`config.mk`:
```
export PLATFORM = sky130hd
export DESIGN_NAME = ad_capture_ctrl
export DESIGN_NICKNAME = d
export VERILOG_FILES = /design/src/rtl/ad_capture_ctrl.sv
export SDC_FILE = /design/constraint.sdc
export NUM_CORES = 1
export LEC_CHECK = 0
export BUFFER_PORTS_ARGS = -buffer_cell sky130_fd_sc_hd__buf_2
export CELL_PAD_IN_SITES_DETAIL_PLACEMENT = 1
export CELL_PAD_IN_SITES_GLOBAL_PLACEMENT = 1
export CORE_MARGIN = 8
export CORE_UTILIZATION = 48
export CTS_CLUSTER_DIAMETER = 200
export DETAILED_ROUTE_END_ITERATION = 8
export PLACE_DENSITY_LB_ADDON = 0.25
export REMOVE_ABC_BUFFERS = 1
export SYNTH_ARGS = -nofsm -noshare
export SYNTH_HDL_FRONTEND = slang
export SYNTH_SLANG_ARGS = --single-unit
```
`constraint.sdc`:
```
create_clock -name CLK -period 4.6 [get_ports CLK]
set_input_delay 0.46 -clock CLK [delete_from_list [all_inputs] [get_ports CLK]]
set_output_delay 0.46 -clock CLK [all_outputs]
set_load 0.03 [all_outputs]
```
`src/rtl/ad_capture_ctrl.sv`:
```
// rtl/ad_capture_ctrl.sv - ADC capture sequencer and FSMC-side pop/status logic for the AD1/AD2 FIFO pair
module ad_capture_ctrl #(
  parameter logic [15:0] ADDR_CTRL  = 16'h0003,
  parameter logic [15:0] ADDR_DIV   = 16'h0004,
  parameter logic [15:0] ADDR_NUM   = 16'h0005,
  parameter logic [15:0] ADDR_DATA1 = 16'h0006,
  parameter logic [15:0] ADDR_DATA2 = 16'h0008,
  parameter logic [15:0] ADDR_STAT  = 16'h000A,
  parameter int unsigned CLR_CYC    = 4
) (
  input  logic        CLK,
  input  logic        RST_N,
  input  logic        CS,
  input  logic        WR_EN,
  input  logic        RD_EN,
  input  logic [15:0] ADDR,
  input  logic [15:0] DATA_IN,
  input  logic        AD1_FULL,
  input  logic        AD2_FULL,
  output logic        FIFO_CLR,
  output logic        AD_WR_EN,
  output logic        AD1_RD_EN,
  output logic        AD2_RD_EN,
  output logic [15:0] STATUS
);

  localparam int CLR_W = (CLR_CYC > 1) ? $clog2(CLR_CYC) : 1;

  localparam logic [1:0] ST_IDLE    = 2'd0;
  localparam logic [1:0] ST_CLEAR   = 2'd1;
  localparam logic [1:0] ST_CAPTURE = 2'd2;
  localparam logic [1:0] ST_FINISH  = 2'd3;

  logic [1:0] cs_sync_q;
  logic [1:0] wr_sync_q;
  logic [1:0] rd_sync_q;
  logic       wr_prev_q;
  logic       rd_prev_q;
  logic       cs_n_s;
  logic       wr_rise;
  logic       rd_rise;
  logic       rd_fall;
  logic       bus_wr;

  always_ff @(posedge CLK) begin
    if (!RST_N) begin
      cs_sync_q <= 2'b11;
      wr_sync_q <= 2'b00;
      rd_sync_q <= 2'b00;
      wr_prev_q <= 1'b0;
      rd_prev_q <= 1'b0;
    end else begin
      cs_sync_q <= {cs_sync_q[0], CS};
      wr_sync_q <= {wr_sync_q[0], WR_EN};
      rd_sync_q <= {rd_sync_q[0], RD_EN};
      wr_prev_q <= wr_sync_q[1];
      rd_prev_q <= rd_sync_q[1];
    end
  end

  assign cs_n_s  = cs_sync_q[1];
  assign wr_rise = wr_sync_q[1] & ~wr_prev_q;
  assign rd_rise = rd_sync_q[1] & ~rd_prev_q;
  assign rd_fall = ~rd_sync_q[1] & rd_prev_q;
  assign bus_wr  = wr_rise & ~cs_n_s;

  // Programmed registers plus one-cycle command pulses; abort wins over start.
  logic [15:0] div_q;
  logic [15:0] num_q;
  logic        start_q;
  logic        abort_q;

  always_ff @(posedge CLK) begin
    if (!RST_N) begin
      div_q   <= 16'd1;
      num_q   <= 16'd0;
      start_q <= 1'b0;
      abort_q <= 1'b0;
    end else begin
      start_q <= 1'b0;
      abort_q <= 1'b0;
      if (bus_wr) begin
        case (ADDR)
          ADDR_CTRL: begin
            abort_q <= DATA_IN[1];
            start_q <= DATA_IN[0] & ~DATA_IN[1];
          end
          ADDR_DIV: div_q <= DATA_IN;
          ADDR_NUM: num_q <= DATA_IN;
          default: ;
        endcase
      end
    end
  end

  logic [15:0] rd_addr_q;
  logic        rd_pend_q;
  logic        pop1_q;
  logic        pop2_q;
  logic        pop1_d;
  logic        pop2_d;

  // A status read never pops, even if the address map were made to overlap.
  always_comb begin
    pop1_d = 1'b0;
    pop2_d = 1'b0;
    if (rd_fall && rd_pend_q && (rd_addr_q != ADDR_STAT)) begin
      pop1_d = (rd_addr_q == ADDR_DATA1);
      pop2_d = (rd_addr_q == ADDR_DATA2);
    end
  end

  always_ff @(posedge CLK) begin
    if (!RST_N) begin
      rd_addr_q <= 16'd0;
      rd_pend_q <= 1'b0;
      pop1_q    <= 1'b0;
      pop2_q    <= 1'b0;
    end else begin
      pop1_q <= pop1_d;
      pop2_q <= pop2_d;
      if (rd_rise && !cs_n_s) begin
        rd_addr_q <= ADDR;
        rd_pend_q <= 1'b1;
      end else if (rd_fall) begin
        rd_pend_q <= 1'b0;
      end
    end
  end

  logic [1:0]       state_q,   state_d;
  logic [15:0]      div_w_q,   div_w_d;
  logic [15:0]      num_w_q,   num_w_d;
  logic [15:0]      div_cnt_q, div_cnt_d;
  logic [15:0]      smp_cnt_q, smp_cnt_d;
  logic [CLR_W-1:0] clr_cnt_q, clr_cnt_d;
  logic             done_q,    done_d;
  logic             ovf_q,     ovf_d;
  logic             wr_q,      wr_d;
  logic             clr_q,     clr_d;
  logic [15:0]      status_q,  status_d;
  logic             div_tc;
  logic             any_full;
  logic             last_smp;
  logic             busy;

  assign div_tc   = (div_cnt_q == (div_w_q - 16'd1));
  assign any_full = AD1_FULL | AD2_FULL;
  // 17-bit compare so NUM=16'hFFFF completes without the counter wrapping.
  assign last_smp = (({1'b0, smp_cnt_q} + 17'd1) == {1'b0, num_w_q});
  assign busy     = (state_q == ST_CLEAR) || (state_q == ST_CAPTURE);

  always_comb begin
    state_d   = state_q;
    div_w_d   = div_w_q;
    num_w_d   = num_w_q;
    div_cnt_d = div_cnt_q;
    smp_cnt_d = smp_cnt_q;
    clr_cnt_d = clr_cnt_q;
    done_d    = done_q;
    ovf_d     = ovf_q;
    wr_d      = 1'b0;
    if (abort_q) begin
      state_d = ST_IDLE;
    end else begin
      case (state_q)
        ST_IDLE: begin
          if (start_q) begin
            div_w_d   = (div_q == 16'd0) ? 16'd1 : div_q;
            num_w_d   = num_q;
            done_d    = 1'b0;
            ovf_d     = 1'b0;
            clr_cnt_d = '0;
            state_d   = ST_CLEAR;
          end
        end
        ST_CLEAR: begin
          if (clr_cnt_q == CLR_W'(CLR_CYC - 1)) begin
            div_cnt_d = 16'd0;
            smp_cnt_d = 16'd0;
            state_d   = (num_w_q == 16'd0) ? ST_FINISH : ST_CAPTURE;
          end else begin
            clr_cnt_d = clr_cnt_q + 1'b1;
          end
        end
        ST_CAPTURE: begin
          if (div_tc) begin
            div_cnt_d = 16'd0;
            if (any_full) begin
              ovf_d   = 1'b1;
              state_d = ST_FINISH;
            end else begin
              wr_d      = 1'b1;
              smp_cnt_d = smp_cnt_q + 16'd1;
              if (last_smp) state_d = ST_FINISH;
            end
          end else begin
            div_cnt_d = div_cnt_q + 16'd1;
          end
        end
        default: begin
          done_d  = 1'b1;
          state_d = ST_IDLE;
        end
      endcase
    end
    clr_d    = (state_d == ST_CLEAR);
    status_d = {13'd0, ovf_q, done_q, busy};
  end

  always_ff @(posedge CLK) begin
    if (!RST_N) begin
      state_q   <= ST_IDLE;
      div_w_q   <= 16'd1;
      num_w_q   <= 16'd0;
      div_cnt_q <= 16'd0;
      smp_cnt_q <= 16'd0;
      clr_cnt_q <= '0;
      done_q    <= 1'b0;
      ovf_q     <= 1'b0;
      wr_q      <= 1'b0;
      clr_q     <= 1'b0;
      status_q  <= 16'd0;
    end else begin
      state_q   <= state_d;
      div_w_q   <= div_w_d;
      num_w_q   <= num_w_d;
      div_cnt_q <= div_cnt_d;
      smp_cnt_q <= smp_cnt_d;
      clr_cnt_q <= clr_cnt_d;
      done_q    <= done_d;
      ovf_q     <= ovf_d;
      wr_q      <= wr_d;
      clr_q     <= clr_d;
      status_q  <= status_d;
    end
  end

  assign FIFO_CLR  = clr_q;
  assign AD_WR_EN  = wr_q;
  assign AD1_RD_EN = pop1_q;
  assign AD2_RD_EN = pop2_q;
  assign STATUS    = status_q;

endmodule

```
# [Yosys cells after proc, flatten, opt, wreduce, memory -nomap -nowiden]
# Index checks and enable logic that the tools add are counted.
[classes] mux=26 n_reduce_logical=24 addsub=5 bitwise_logic=16 eq_ne=18
[ops] op="$mux 16" n=5
[ops] op="$pmux 16 s2" n=2
[ops] op="$eq 16x3->1 const B" n=3
[ops] op="$add 16x1->16 const B" n=2
[ops] op="$logic_not 16->1" n=2
[ops] op="$add 16x1->17 const B" n=1
[ops] op="$eq 17x16->1" n=1
[ops] op="$eq 16x16->1" n=1
[ops] op="$eq 16x2->1 const B" n=1
[ops] op="$eq 16x4->1 const B" n=1
[ops] op="$mux 2" n=8
[ops] op="$ne 16x4->1 const B" n=1
[ops] op="$sub 16x1->16 const B" n=1
[ops] op="$reduce_and 3->1" n=4
[ops] op="$ne 2x2->1 const B" n=5
[ops] op="$not 1->1" n=10
[ops] op="$reduce_and 5->1" n=2
[ops] op="$reduce_bool 2->1" n=4
[ops] op="$mux 1" n=7
[ops] op="$pmux 2 s3" n=1
[ops] op="$reduce_and 2->1" n=3
[ops] op="$and 1x1->1" n=5
[ops] op="$eq 2x1->1 const B" n=2
[ops] op="$eq 2x2->1 const B" n=2
[ops] op="other kinds (12)" n=15
[word_totals] regBits=149 output_inout_bits=20 input_bits=39

# [Logic depth before layout (Yosys ltp)]
# Gate-level depths: netlist (run 1).
[depth] ltp_word=8 mapped_depth=12

# [Worst setup path after synthesis (run 1)]
# No wires, ideal clock.
[synth_timing] path_type="register to register" start="register div_w_q[0]" end="register smp_cnt_q[12]" arrival_ps=2727 setup_ps=57 required_time_ps=4543 stages_incl_launch_ff=13 n_path_buf=2 slack_ps=1816 cell_sequence="dfxtp_1 inv_1 ha_1 nor3b_1 nand2_2 or4_1 a22oi_2 nand4_2 or4_4 buf_6 buf_8 a21oi_2 a21o_1"
[synth_via] elab_chain_cells=4
[synth_lines] element="start, declared" line="132" source="logic [15:0] div_w_q, div_w_d;"
[synth_lines] element="start signal, assigned" line="226" source="div_w_q <= div_w_d;"
[synth_lines] element="$sub 16x1->16" line="147" source="assign div_tc = (div_cnt_q == (div_w_q - 16'd1));"
[synth_lines] element="$eq 16x16->1" line="147"
[synth_lines] element="$ne 2x2->1 (no source line)"
[synth_lines] element="$reduce_and 5->1 (no source line)"
[synth_lines] element="end signal, assigned" line="229" source="smp_cnt_q <= smp_cnt_d;"
[synth_lines] element="end, declared" line="135" source="logic [15:0] smp_cnt_q, smp_cnt_d;"
# Every way passes these cells.
# A chain may end at the register's enable or synchronous reset.

# [Worst setup path in the final report (run 1)]
[layout_timing] start="register div_w_q[0]" end="register div_cnt_q[2]"
[layout_via] elab_chain_cells=4
[layout_lines] element="$sub 16x1->16" line="147"
[layout_lines] element="$eq 16x16->1" line="147"
[layout_lines] element="$mux 16" line="187" source="if (div_tc) begin"
[layout_lines] element="$pmux 16 s2" line="166" source="case (state_q)"
[layout_lines] element="end signal, assigned" line="228" source="div_cnt_q <= div_cnt_d;"
[layout_lines] element="end, declared" line="134" source="logic [15:0] div_cnt_q, div_cnt_d;"
# Every way passes these cells.

==> reports/qor.csv, run 1 <==
metric,value,unit
status,completed,
cp_num_buf_inv,1,
criticalPathCategory,reg2reg,
nNetsFinal,867,
drive_gt1_share,12.7,%
synthFlopType,dfxtp_1,
finalMaxSlewViolations,0,
h-tree-depth,4,
antenna_found_initial,0,
drt_first_pass_iters,5,
slowest_delay,0.82,ns
viasPerCell,5.69,
synth_top_area_cell,dfxtp_1,
finClkSkew,0.00384,ns
synth_edf_count,0,
hold_path.class,in2reg,
gp_congestion,0.834,
period_needed,3.51,ns
async_flop_share,0,%
crit_fanout,15,
leakagePower,2.80,nW
clock_latency,0.42,ns
worst_slew_margin_rel,25.1,%
ctsResizeCount,0,
r2r-start,div_w_q[0]$_SDFFE_PN1P_,
internal-power,1.95,mW
routed_wirelength,18500,microns
hold_viol,0,
rsz0062_at_grt,no,
wire_per_inst,18.3,microns
diodes,0,
power_frac_seq,46.8,%
finalSetupViolations,0,
drt_iter0_drc,337,
grt.total_usage,21.5,%
clockPowerShare,49.1,%
path_delay_family,simple AND/OR/NAND/NOR gates,
netlist.area_leader.share,41.5,%
vias,5734,
tightest_slew,1.12,ns
die_w,133,microns
grt_pass1_vias,6089,
ys_warn_count,0,
initial_core_util,49.3,%
ys_top_cells_by_area,"dfxtp_1 (42%), nand2_1 (7.6%), mux2i_1 (5.2%)",
fillers,1596,
syn_to_final_growth,12.3,%
grt_overflow,0,
detail-route-antenna-nets,0,
ys_seq_elements,136,
pwr-share-comb,4.1,%
slowest_stage,o21ai_1,
portBuffers,45,
tritoncts,built,
num_io_pins,59,
period_share,76.3,%
fmax,285,MHz
switchingPower,0.599,mW
cp-end-kind,register,
worstHoldStart,CS,
die_area,0.0177,sq mm
netSwitchingFraction,23.5,%
crit_chain,"inv_1, ha_1, nor3b_1, nand2_2, or4_1, a22oi_2, and4_2, a31oi_1, o21ai_1, nor2_1",
ir_drop,0.260,mV
grt_pass1_wl,30700,microns
dieHeight,133,microns
ys_seq_area_share,41.5,%
worstPathArrival,3.76,ns
clk_pin_slew_worst_paths,0.06,ns
setup_tns,0,ns
clock_path_buffers,2,
clk_root_buffer_cell,clkbuf_16,
fp-row-count,42,
cap_violations,0,
cp-start-kind,register,
yosysUniqueCellTypes,70,
numCtsBuffers,17,
final_core_util,55.4,%
syn_inst,789,
worstPathRequired,4.85,ns
syn_avg_cell_area,8.31,sq um
drc,0,
crit_start,div_w_q[0]$_SDFFE_PN1P_,
grt_max_degree,85,
cts_setup_buffers,0,
syn_area,0.00656,sq mm
coreArea,0.0133,sq mm
power_density,346,mW/mm^2
holdBufCountCts,0,
cts_sinks,136,
dp_hpwl,13200,microns
## state kept, by name (all words and copies together) (netlist names), 3 cells and up
| name | cells |
|---|---|
| STATUS | 3 |
| div_w_q | 16 |
| num_q | 16 |
| num_w_q | 16 |
| rd_addr_q | 16 |
| div_cnt_q | 16 |
| smp_cnt_q | 16 |
| div_q | 16 |
## cell families after synthesis
logic type               after synthesis  synth area share (%)
AND/OR/NAND/NOR                      351                  26.4
AO/OA/AOI/OAI                        141                  13.5
flip-flops                           136                  41.5
buffers and inverters                 67                  4.90
XOR/XNOR                              49                  6.55
multiplexers                          35                  5.36
adder cells (fa/ha/maj)                9                  1.72
other                                  1                0.0572
## path summary, 6_finish.rpt
check | cells past startpoint | end | slack (ns)
worst max register to register | 10 | div_cnt_q[2]$_SDFFE_PN0P_ | 1.09
worst max-delay path | 10 | div_cnt_q[2]$_SDFFE_PN0P_ | 1.09
worst min register to register | 1 | rd_sync_q[1]$_SDFF_PN0_ | 0.44
worst min-delay path | 2 | cs_sync_q[0]$_SDFF_PN1_ | 0.22
## power groups by stage
stage	Sequential [mW]	Clock, mW	Combinational [mW]
final	1.19	1.25	0.105
after global placement	1.22	0	0.100
after CTS	1.19	1.27	0.105
after detailed placement	1.22	0	0.104
after global routing	1.19	1.32	0.115
after floorplan	1.22	0	0.0559
## metal layers
metal	share of wire [%]	vias up	track usage, %
li1	-	2777	-
met1	46	2772	25.9
met2	47	146	35.7
met3	5.4	39	5.41
met4	2.3	0	8.71
met5	0	-	0
## cells in the final DEF (no fill, tap or decap), types with 7 or more instances in the layout
master     count
a21o_1        16
a21oi_1       67
and2_1        11
buf_2         45
clkbuf_16     17
conb_1        13
dfxtp_1      136
ha_1           9
inv_1         18
mux2i_1       34
nand2_1      132
nand2b_1      13
nand3_1       17
nand4_1       14
nor2_1        71
nor3_1        16
nor4_1        21
o21ai_0       18
or2_2          7
xnor2_1       26
xor2_1        23
## metrics by stage
step                cell area, sq um  std cells  hold slack [ns]  setup WS (ns)  power, mW
finish                          7360       1008            0.215           1.09       2.55
global placement                6810        976            0.393           1.40       1.32
floorplan                       6350        753            0.386           1.78       1.27
detailed placement              6810        976            0.429           1.15       1.32
global route                    7360       1008            0.224          0.846       2.63
CTS                             7360       1008            0.203           1.11       2.56
## synthesized netlist by cell type, types with 4 or more instances
| master | instances |
|---|---|
| or4_1 | 4 |
| dfxtp_1 | 136 |
| buf_4 | 13 |
| and2_1 | 11 |
| ha_1 | 9 |
| nand2b_1 | 13 |
| nor3_1 | 16 |
| a21oi_2 | 6 |
| or2_2 | 7 |
| clkbuf_1 | 28 |
| and3_1 | 4 |
| a31oi_1 | 6 |
| nor2_1 | 71 |
| or3_1 | 6 |
| mux2i_1 | 34 |
| xor2_1 | 23 |
| a21oi_1 | 67 |
| o21ai_0 | 18 |
| a21o_1 | 16 |
| nand2_1 | 132 |
| nand4_1 | 14 |
| nand3_1 | 17 |
| nor4_1 | 21 |
| inv_1 | 19 |
| nor2b_1 | 5 |
| nor4b_1 | 4 |
| nand3b_1 | 5 |
| xnor2_1 | 26 |
| nor3b_1 | 4 |
## final cells by class
type / count / area (sq um) / area share [%]
clock inverters: 10 / 71.3 / 0.969
inverters: 19 / 71.3 / 0.969
multi-input cells: 598 / 3560 / 48.4
well taps: 176 / 220 / 2.99
flip-flops and latches: 136 / 2720 / 37.0
repair buffers: 47 / 240 / 3.26
clock buffers: 22 / 474 / 6.44
Power figures use the tool's default switching activity.
==> run 2, diff against run 1 <==
--- a/config.mk
+++ b/config.mk
@@ -9,7 +9,7 @@
 export CELL_PAD_IN_SITES_DETAIL_PLACEMENT = 1
 export CELL_PAD_IN_SITES_GLOBAL_PLACEMENT = 1
 export CORE_MARGIN = 8
-export CORE_UTILIZATION = 48
+export CORE_UTILIZATION = 45
 export CTS_CLUSTER_DIAMETER = 200
 export DETAILED_ROUTE_END_ITERATION = 8
 export PLACE_DENSITY_LB_ADDON = 0.25
==> constraint.sdc (replaced) <==
create_clock -name CLK -period 3.3 [get_ports CLK]
set_input_delay 0.33 -clock CLK [delete_from_list [all_inputs] [get_ports CLK]]
set_output_delay 0.33 -clock CLK [all_outputs]
set_load 0.03 [all_outputs]
==> run 2 against run 1 <==
Net effect: clock-buffer cell count increased by 1; sequential power grew 39%; global-route usage is 1.2 points lower; first-iteration DRC count down 6.5%; cell count rose by 2.1%; clock power increased by 54%; highest routed layer unchanged; non-clock buffer count rose by 13; clock skew is 0.0013 ns higher; sequential share of layout area down 0.85 points; fmax up 17%; register-to-register slack got worse by 0.79 ns.
==> reports/qor.csv, run 2 (synthesis results as in run 1) <==
metric,value,unit
fp-row-count,44,
reg2reg_depth,10,
fillers,1737,
numCtsBuffers,17,
cts_sinks,136,
vias,5733,
holdBufCountCts,0,
finClkSkew,0.00518,ns
clock_path_buffers,2,
multi_input_area,0.00357,sq mm
criticalPathCategory,reg2reg,
min_to,wr_sync_q[0]$_SDFF_PN0_,
grt.total_usage,20.3,%
coreArea,0.0144,sq mm
gp_congestion,0.847,
hold_path.class,in2reg,
die_area,0.0187,sq mm
portBuffers,45,
tritoncts,built,
tightest_slew,0.928,ns
fmax,333,MHz
r2r-start,div_w_q[2]$_SDFFE_PN0P_,
drc,0,
grt_overflow,0,
viasPerCell,5.57,
hold_viol,0,
drive_gt1_share,14.3,%
rsz0062_at_grt,no,
grt_pass1_vias,5999,
grt_pass1_wl,30200,microns
wl_met3,791,microns
routed_wirelength,18300,microns
status,completed,
diodes,0,
cap_violations,0,
antenna_found_initial,0,
detail-route-antenna-nets,0,
worstHoldStart,WR_EN,
cp-start-kind,register,
worstPathRequired,3.64,ns
dieHeight,137,microns
ir_drop,0.318,mV
wl_met1,8620,microns
met2_length,8560,microns
drt_iter0_drc,315,
wire_per_inst,17.8,microns
power_density,497,mW/mm^2
grt_max_degree,45,
cp-end-kind,register,
leakagePower,2.90,nW
r2r_slack,0.30,ns
rr_endpoint,smp_cnt_q[3]$_SDFFE_PN0P_,
finalMaxSlewViolations,0,
num_io_pins,59,
worstPathArrival,3.34,ns
mostFrequentLayoutCells,"dfxtp_1 (136), nand2_1 (132), nor2_1 (70)",
die_w,137,microns
p_total,3.74,mW
final_common_cell,dfxtp_1,
period_share,90.9,%
period_needed,3.00,ns
clock_latency,0.42,ns
crit_fanout,10,
nNetsFinal,880,
drt_first_pass_iters,4,
setup_tns,0,ns
initial_core_util,45.6,%
clk_pin_slew_worst_paths,0.06,ns
h-tree-depth,4,
holdPathStages,2,
ff_latch_area,0.00272,sq mm
clk_root_buffer_cell,clkbuf_16,
dp_hpwl,13200,microns
worst_slew_margin_rel,38.0,%
syn_to_final_growth,14.9,%
top_layer,met4,
finalSetupViolations,0,
[run 2: layer usage]
layer  global-route usage, %  vias up
li1                        -     2795
met1                    26.5     2794
met2                    32.4      113
met3                    4.11       31
met4                    7.38        0
met5                       0        -
[run 2: timing repair]
| item | 4_1_cts | 5_1_grt |
|---|---|---|
| buffers inserted | 0 | 0 |
| resized for setup | 0 | 3 |
| setup endpoints to repair | 0 | 3 |
[run 2: critical path, stage by stage, from the launching register on]
cell and delay, ns:
dfxtp_1 0.39, nor4_4 0.29, buf_4 0.21, nand2_1 0.17, or2_1 0.32, a311oi_1 0.33
o21a_1 0.23, nor3_1 0.08, a31oi_2 0.54, buf_4 0.24, o2bb2ai_1 0.12
[run 2: stage by stage]
stage          hold WS (ns)  cells  instance area [sq um]  utilization (%)  worst slack (ns)
4_1_cts               0.103   1029                   7520             52.4             0.244
3_5_place_dp          0.406    997                   6920             48.2             0.282
2_1_floorplan         0.386    753                   6350                -             0.479
5_1_grt               0.119   1029                   7530             52.4            0.0129
6_report              0.115   1029                   7530             52.4             0.300
3_3_place_gp          0.403    997                   6920             48.2             0.366
[run 2: area by class of cell]
| type | instances | area share, % |
|---|---|---|
| Clock buffer | 23 | 6.48 |
| Timing Repair Buffer | 60 | 4.48 |
| Sequential cell | 136 | 36.1 |
| Tap cell | 184 | 3.06 |
| Inverter | 19 | 0.947 |
| Multi-Input combinational cell | 598 | 47.4 |
| Clock inverter | 9 | 1.53 |
[run 2: how the worst max path moves through the flow]
stage,to,from,cells past startpoint
CTS,FIFO_CLR$_SDFF_PN0_,smp_cnt_q[0]$_SDFFE_PN0P_,9
global placement,smp_cnt_q[0]$_SDFFE_PN0P_,div_w_q[0]$_SDFFE_PN1P_,11
finish,smp_cnt_q[3]$_SDFFE_PN0P_,div_w_q[2]$_SDFFE_PN0P_,10
floorplan,div_cnt_q[0]$_SDFFE_PN0P_,div_w_q[0]$_SDFFE_PN1P_,10
global route,smp_cnt_q[2]$_SDFFE_PN0P_,div_w_q[0]$_SDFFE_PN1P_,12
detailed placement,smp_cnt_q[14]$_SDFFE_PN0P_,div_w_q[0]$_SDFFE_PN1P_,10
[run 2: power by group]
group	switching [mW]	internal [mW]	total (mW)	leakage, nW
Clock	0.731	1.20	1.93	0.290
Combinational	0.105	0.0491	0.154	1.52
Sequential	0.00739	1.65	1.66	1.10
Total	0.843	2.90	3.74	2.90
